<file path="config.mk">
export PLATFORM = sky130hd
export DESIGN_NAME = fifo_ctrl
export DESIGN_NICKNAME = d
export VERILOG_FILES = /design/src/rtl/fifo_ctrl_pkg.sv /design/src/rtl/fifo_ctrl_edge_pulse.sv /design/src/rtl/fifo_ctrl.sv
export SDC_FILE = /design/constraint.sdc
export NUM_CORES = 1
export LEC_CHECK = 0
export CORE_MARGIN = 1
export CORE_UTILIZATION = 36
export DETAILED_ROUTE_END_ITERATION = 16
export HOLD_SLACK_MARGIN = 0.03
export PLACE_DENSITY_LB_ADDON = 0.2
export SKIP_LAST_GASP = 1
export SYNTH_ARGS = -nofsm -noshare
export SYNTH_HDL_FRONTEND = slang
export SYNTH_HIERARCHICAL = 1
export SYNTH_SLANG_ARGS = --single-unit
export TNS_END_PERCENT = 1
</file>
<file path="constraint.sdc">
create_clock -name clk -period 3.4 [get_ports clk]
set_input_delay 0.34 -clock clk [delete_from_list [all_inputs] [get_ports clk]]
set_output_delay 0.34 -clock clk [all_outputs]
set_load 0.03 [all_outputs]
</file>
<file path="src/rtl/fifo_ctrl_pkg.sv">
// rtl/fifo_ctrl_pkg.sv - shared constants and occupancy-update helper for fifo_ctrl
package fifo_ctrl_pkg;

  // Address width of the downstream register_file; fixed by its 32-entry depth.
  localparam int STORE_AW = 5;

  typedef enum logic [1:0] {
    CNT_HOLD = 2'd0,
    CNT_INC  = 2'd1,
    CNT_DEC  = 2'd2
  } cnt_op_e;

  function automatic cnt_op_e cnt_op(input logic push_ok, input logic pop_ok);
    cnt_op_e op;
    op = CNT_HOLD;
    if (push_ok && !pop_ok) begin
      op = CNT_INC;
    end else if (pop_ok && !push_ok) begin
      op = CNT_DEC;
    end
    return op;
  endfunction

endpackage

</file>
<file path="src/rtl/fifo_ctrl_edge_pulse.sv">
// rtl/fifo_ctrl_edge_pulse.sv - rising-edge detector: one-cycle pulse per low-to-high transition
module edge_pulse (
  input  logic clk,
  input  logic rst,
  input  logic i_level,
  output logic o_pulse
);

  logic r_hist;

  always_ff @(posedge clk) begin
    if (rst) begin
      r_hist <= 1'b0;
    end else begin
      r_hist <= i_level;
    end
  end

  assign o_pulse = i_level & ~r_hist;

endmodule

</file>
<file path="src/rtl/fifo_ctrl.sv">
// rtl/fifo_ctrl.sv - circular FIFO controller driving an external register_file
module fifo_ctrl
  import fifo_ctrl_pkg::*;
#(
  parameter int WIDTH = 32,
  parameter int AW    = 3
) (
  input  logic                clk,
  input  logic                rst,
  input  logic                enq,
  input  logic                deq,
  input  logic [WIDTH-1:0]    in,
  output logic [WIDTH-1:0]    out,
  output logic                full,
  output logic                empty,
  output logic [AW:0]         count,
  output logic                ovf,
  output logic                udf,
  output logic [STORE_AW-1:0] ra0,
  input  logic [WIDTH-1:0]    rd0,
  output logic [STORE_AW-1:0] wa,
  output logic                we,
  output logic [WIDTH-1:0]    wd
);

  localparam int DEPTH = 1 << AW;

  logic [AW-1:0]    r_head;
  logic [AW-1:0]    r_tail;
  logic [AW:0]      r_count;
  logic [WIDTH-1:0] r_out;
  logic             r_ovf;
  logic             r_udf;

  logic    w_enq_p;
  logic    w_deq_p;
  logic    w_full;
  logic    w_empty;
  logic    w_push_ok;
  logic    w_pop_ok;
  cnt_op_e w_cnt_op;

  edge_pulse u_enq_edge (
    .clk     (clk),
    .rst     (rst),
    .i_level (enq),
    .o_pulse (w_enq_p)
  );

  edge_pulse u_deq_edge (
    .clk     (clk),
    .rst     (rst),
    .i_level (deq),
    .o_pulse (w_deq_p)
  );

  // Status comes straight from the count register; a same-cycle push does not make the queue non-empty.
  assign w_full    = (r_count == (AW+1)'(DEPTH));
  assign w_empty   = (r_count == '0);
  assign w_push_ok = w_enq_p & ~w_full;
  assign w_pop_ok  = w_deq_p & ~w_empty;
  assign w_cnt_op  = cnt_op(w_push_ok, w_pop_ok);

  always_ff @(posedge clk) begin
    if (rst) begin
      r_head  <= '0;
      r_tail  <= '0;
      r_count <= '0;
      r_out   <= '0;
      r_ovf   <= 1'b0;
      r_udf   <= 1'b0;
    end else begin
      if (w_push_ok) begin
        r_tail <= r_tail + AW'(1);
      end
      if (w_pop_ok) begin
        r_head <= r_head + AW'(1);
        r_out  <= rd0;
      end
      case (w_cnt_op)
        CNT_INC: r_count <= r_count + (AW+1)'(1);
        CNT_DEC: r_count <= r_count - (AW+1)'(1);
        default: r_count <= r_count;
      endcase
      r_ovf <= w_enq_p & w_full;
      r_udf <= w_deq_p & w_empty;
    end
  end

  assign ra0   = STORE_AW'(r_head);
  assign wa    = STORE_AW'(r_tail);
  assign wd    = in;
  assign we    = w_push_ok & ~rst;
  assign out   = r_out;
  assign full  = w_full;
  assign empty = w_empty;
  assign count = r_count;
  assign ovf   = r_ovf;
  assign udf   = r_udf;

endmodule
</file>
==> impl_results.md, run 1 <==
* TritonRoute pass-1 iters at 2
* Internal power at 1.25 mW
* CTS clk-pin slew, worst paths at about 0.08 ns
* Vias in the first global route at 1601
* Crit path capture type: flip-flop
* # H-tree levels at 2
* Row count at 28
* Core Util, Final at 48.7%
* WL final at 4480 µm
* Reg power frac at 34.9%
* Chip Width at 81.4 µm
* I/O Pins at 151
* Worst Hold Slack at between 0.4 and 0.5 ns
* Post-CTS Setup Bufs at 0
* Worst Setup EP: count[3]
* Normalized max-slew margin at 54.5%
* Family with the most delay on the worst path: simple AND/OR/NAND/NOR gates
* RR Startpoint: count[1]
* Post-synth top area share at 40.6%
* Die H at 81.4 µm
* Vias per Instance at 4.59
* Full die area at ~6600 µm²
* Nets at 365
* Overall power at 2.10 mW
* Fillers at 574
* Clock Power Share at 18.4%
* Max-capacitance violation count at 0
* Peak Freq at 358 MHz
* Initial core utilization at 37.9%
* GP Congestion at 0.695
* Yosys reg bits at 46
* Final antenna-violating net count at 0
* Average wire per standard cell at 12.2 µm
* Cts hold-fix bufs at 0
* Non-filler instance count after layout at 368
* Layout cells sized above 1 at 20.1%
* Area fraction in compound gates after synthesis at about an eighth
* P_sw at 0.849 mW
* GRT Total Usage at roughly 15%
* Largest net degree at the start of global routing at between 40 and 50
* Area of the mapped netlist at between 2000 and 2500 µm²
* Sw frac at between 40% and 50%
* Max VDD drop at 0.556 mV
* Worst slew pin tran at 0.682 ns
* Initial antenna violation count at 0
* Total grt overflow at 0
* Resized cells post-CTS at 0
* Skew-Pair Late Insertion Delay at 0.30 ns
* CP Data Required Time at 3.59 ns
* Main combinational cell family by area after synthesis: simple AND/OR/NAND/NOR gates
* CTS buffer count at 5
* Post-Synth Adder-Cell Area at 2.75%
* Critical-path top delay cell: or4_4
* Cells after DPL at 360
* Synth Area in XOR/XNOR at 2.70%
* WP buf/inv at 1
* Crit path launch type: flip-flop
* Min Tclk post-route at roughly 2.8 ns
* Pwr dens at 720 nW/µm²
* Residual DRC count at 0
* Crit share post-route at 82.2%
* Unique masters post-synth at 30
* Mux share of post-synthesis cell area at 0.937%
* Initial DRC count at 52
* Vias post-DR at ~1.7k
* Final setup viols at 0
* Worst R2R End: count[3]
* R2R setup slack at 0.60 ns
* Sequential-to-total area share from yosys stat at 40.6%
* Post-Synth Simple-Gate Area at 21.6%
* Syn_area_per_cell at 9.19 µm²
* CP peak stage delay at roughly 0.57 ns
* Top post-synthesis cells by area: dfxtp_1, buf_4, a21oi_2, nand2_1, nand2_2
* Port Buf Inserts at approximately 80
* RSZ-0062 raised after global routing: no
* Floorplan core area at 5990 µm²
* Worst Setup SP: count[1]
* CP Class: flip-flop to flip-flop
* Final Hold Fails at 0
* Synth Instances at 247
* Crit path cell chain: or4_4 > nand2_8 > inv_6 > ha_1 > nor4bb_1 > o21ai_0 > o31ai_1 > mux2_2
* Area delta synth->final at 28.5%
* Combinational Power Share at 46.7%
* Setup Skew at 0.00450 ns
* Ys Warns at 6
* Slew Limit Fails at 0
* CTS root buf: clkbuf_8
* Min-delay src: out[0]
* Status: complete, no violations
* Fin Setup TNS at 0 ns
* CTS tree: done
* Antenna fix cells at 0
* Worst reg2reg path depth at 8
* CP max FO at 34
* WP depth at 8
* Global-route wire length before repair at 7380 µm
* Leakage dissipation at about 1.0 nW
* Post-DP HPWL at 2980 µm
* CTS max path bufs at 2
* # clock sinks at 46
* CP arrival at 2.99 ns
* Cell taking the most area after synthesis: dfxtp_1
* Hold WC Path Type: flip-flop to flip-flop
cells by family (layout without fill, tap and decap cells):
logic type	after synthesis	after routing
AO/OA/AOI/OAI	40	40
multiplexers	2	2
adder cells (fa/ha/maj)	5	5
flip-flops	46	46
buffers and inverters	52	95
other	1	4
XOR/XNOR	7	7
AND/OR/NAND/NOR	94	94
state kept, by name, summed over array words and instances, names as in the netlist:
| signal | flops |
|---|---|
| count | 4 |
| out | 32 |
| ovf | 1 |
| r_head | 3 |
| r_tail | 3 |
| u_deq_edge/r_hist | 1 |
| u_enq_edge/r_hist | 1 |
| udf | 1 |
layout make-up:
type                            instances  area, µm²  share of cell area (%)
Multi-Input combinational cell        152        947                    32.4
Sequential cell                        46        921                    31.5
Timing Repair Buffer                   84        831                    28.5
Clock buffer                            8        110                    3.77
Tap cell                               75       93.8                    3.21
Inverter                                3       16.3                   0.557
worst min-delay path by stage:
stage                             end  slack [ns]  depth (start not counted)
finish                         out[0]        0.46                          2
detailed placement            out[14]        0.45                          2
global placement              out[14]        0.44                          2
CTS                           out[14]        0.46                          2
global route                  out[10]        0.48                          2
floorplan           u_deq_edge/r_hist        0.40                          1
through the flow:
step | area [µm²] | setup WS [ns]
3_3_place_gp | 2810 | 0.671
2_1_floorplan | 2280 | 0.647
4_1_cts | 2920 | 0.607
5_1_grt | 2920 | 0.338
3_5_place_dp | 2810 | 0.583
6_report | 2920 | 0.604
layer usage:
metal  wire, µm  vias to the layer above  GRT usage (%)
met4         97                        0           8.39
li1           -                      840              -
met3        316                       18           4.56
met2       2110                       57           23.4
met1       1960                      773           17.4
met5          0                        -              0
worst min-delay path: stages, from the launching register on:
cell     delay (ns)
dfxtp_1        0.32
nand2_1        0.05
a21oi_1        0.05
power by group through the flow:
| stage | Combinational, mW | Sequential, mW | Clock, mW |
|---|---|---|---|
| 6_report | 0.982 | 0.733 | 0.387 |
| 5_1_grt | 1.07 | 0.748 | 0.425 |
| 4_1_cts | 0.996 | 0.733 | 0.403 |
| 3_5_place_dp | 0.992 | 0.744 | 0 |
| 2_1_floorplan | 0.604 | 0.939 | 0 |
| 3_3_place_gp | 0.985 | 0.744 | 0 |
cell usage after synthesis:
| cell | instances |
|---|---|
| clkbuf_1 | 6 |
| inv_6 | 1 |
| nand2_2 | 14 |
| inv_1 | 2 |
| a21oi_2 | 25 |
| or4b_4 | 1 |
| conb_1 | 1 |
| nor2b_4 | 4 |
| nor2_1 | 8 |
| nor2b_1 | 2 |
| o21ai_0 | 3 |
| a21oi_1 | 11 |
| xnor2_1 | 1 |
| or4_4 | 1 |
| mux2_2 | 1 |
| buf_6 | 4 |
| nor4bb_1 | 1 |
| nand2_8 | 1 |
| nor4b_1 | 1 |
| buf_12 | 3 |
| dfxtp_1 | 46 |
| nand3_1 | 2 |
| nand2_1 | 56 |
| o31ai_1 | 1 |
| xor2_1 | 6 |
| or3_1 | 1 |
| mux2i_1 | 1 |
| buf_4 | 36 |
| nor3b_1 | 2 |
| ha_1 | 5 |
placed cells by master, fill, tap and decap left out, types with 2 or more instances in the layout:
cell	n
a21oi_2	25
nand2_2	14
buf_4	2
nor2_1	8
clkdlybuf4s50_1	81
o21ai_0	3
conb_1	4
nor2b_4	4
dfxtp_1	46
nand3_1	2
nand2_1	56
nor2b_1	2
xor2_1	6
inv_1	2
nor3b_1	2
a21oi_1	11
clkbuf_8	8
ha_1	5
No activity file was read; power rests on OpenSTA's default activity.
==> run 2, diff against run 1 <==
--- a/config.mk
+++ b/config.mk
@@ -6,7 +6,7 @@
 export NUM_CORES = 1
 export LEC_CHECK = 0
 export CORE_MARGIN = 1
-export CORE_UTILIZATION = 36
+export CORE_UTILIZATION = 32
 export DETAILED_ROUTE_END_ITERATION = 16
 export HOLD_SLACK_MARGIN = 0.03
 export PLACE_DENSITY_LB_ADDON = 0.2
==> constraint.sdc (replaced) <==
create_clock -name clk -period 2.4 [get_ports clk]
set_input_delay 0.24 -clock clk [delete_from_list [all_inputs] [get_ports clk]]
set_output_delay 0.24 -clock clk [all_outputs]
set_load 0.03 [all_outputs]
==> run 2 against run 1 <==
Clock power grew 36%. Worst setup slack lost 0.51 ns. Final area grew 3.5%. Critical endpoint is now we. Highest routed layer unchanged.
==> impl_results.md, run 2 (synthesis results as in run 1) <==
* Area occupied by multi-input gates at slightly below 1000 µm²
* Final setup viols at 0
* GRT Total Usage at 12.5%
* Post-DP HPWL at 2980 µm
* Final Cell Area at 3020 µm²
* Full die area at ~7400 µm²
* WL final at 4500 µm
* Average wire per standard cell at 11.4 µm
* Vias per Instance at 4.29
* Core Util, Final at 44.2%
* Leakage dissipation at 1.07 nW
* Critical-path top delay cell: clkdlybuf4s50_1
* Vias in the first global route at 1584
* CTS max path bufs at 2
* Vias post-DR at 1694
* Commonest cells after routing, fill and taps aside: clkdlybuf4s50_1, nand2_1, dfxtp_1
* Min Tclk post-route at 2.30 ns
* Overall power at 3.04 mW
* Worst slew pin tran at 0.693 ns
* Global-route wire length before repair at 7270 µm
* Crit path launch type: flip-flop
* Fin Setup TNS at 0 ns
* RSZ-0062 raised after global routing: no
* Area delta synth->final at 33.0%
* TritonRoute pass-1 iters at 4
* Skew-Pair Late Insertion Delay at about 0.30 ns
* # clock sinks at 46
* Port Buf Inserts at just over 80
* CP Data Required Time at 2.16 ns
* Status: complete, no violations
* Initial core utilization at between 30% and 40%
* Layout cells sized above 1 at 24.4%
* I/O Pins at ~150
* Residual DRC count at 0
* CTS clk-pin slew, worst paths at 0.09 ns
* Antenna fix cells at 0
* Sequential Area at 927 µm²
* CP Class: flip-flop to output pin
* Max VDD drop at roughly 0.73 mV
* Most common cell after layout, fill and taps aside: clkdlybuf4s50_1
* Slew Limit Fails at 0
* Initial antenna violation count at 0
* Crit share post-route at 95.9%
* Crit path cell chain: or4b_4 > nand2_2 > buf_4 > nor2_1 > clkdlybuf4s50_1
* Floorplan core area at approximately 6800 µm²
* Max-capacitance violation count at 0
* CTS buffer count at 5
* GP Congestion at 0.710
* Die H at 86.2 µm
* Total grt overflow at 0
* Hold WC Path Type: flip-flop to flip-flop
* Row count at 30
* Crit path capture type: output pin
* Area post-placement at 2910 µm²
* Setup Skew at approximately 0.0039 ns
* Final antenna-violating net count at 0
* Nets at 371
* Chip Width at 86.2 µm
* CP peak stage delay at 0.58 ns
* CP max FO at 4
* Pwr dens at 1010 nW/µm²
* Post-CTS Setup Bufs at 0
* Fillers at 706
* CP arrival at around 2 ns
* Normalized max-slew margin at 53.8%
* Peak Freq at about 430 MHz
* Final Hold Fails at 0
* CTS root buf: clkbuf_8
* # H-tree levels at 2
* Initial DRC count at 43
* Max reg flops at 32
* CTS tree: done
* Largest net degree at the start of global routing at 48
* Worst Hold Slack at 0.453 ns
[run 2: timing repair]
item,4_1_cts,5_1_grt
resized for setup,0,2
hold buffers,0,0
setup endpoints to repair,0,2
[run 2: stage by stage]
stage / worst slack (ns) / std cells
after global placement: 0.106 / 387
final: 0.0978 / 395
after global routing: 0.00928 / 395
after detailed placement: 0.0382 / 387
after floorplan: -0.193 / 250
after CTS: 0.0115 / 395
[run 2: power by group]
group / total [mW] / internal, mW / switching (mW)
Clock: 0.528 / 0.265 / 0.264
Combinational: 1.50 / 0.624 / 0.871
Sequential: 1.02 / 0.925 / 0.0959
Total: 3.04 / 1.81 / 1.23
[run 2: layout make-up]
type                    instances  area share, %
well taps                      96           3.98
clock buffers                   6           3.11
clock inverters                 2          0.331
repair buffers                 90           29.0
inverters                       3          0.621
multi-input cells             152           32.3
flip-flops and latches         46           30.7
[run 2: worst paths after layout]
check / slack, ns / depth (start not counted) / endpoint / startpoint
worst max-delay path: 0.1 / 5 / we / count[0]
worst min-delay path: 0.45 / 2 / out[14] / out[14]
worst max register to register: 0.12 / 10 / count[2] / count[0]
worst min register to register: 0.45 / 2 / out[14] / out[14]
[run 2: critical path: cells and delay by family (launching register included)]
family | cells | cell delay, ns
simple gates | 3 | 0.71
flops | 1 | 0.34
buf+inv | 2 | 0.71
[run 2: layer usage]
| layer | share of wire (%) | GRT usage (%) |
|---|---|---|
| met3 | 9.4 | 4.29 |
| met5 | 0 | 0 |
| met4 | 2.0 | 6.36 |
| met2 | 45 | 20.9 |
| met1 | 43 | 14.2 |
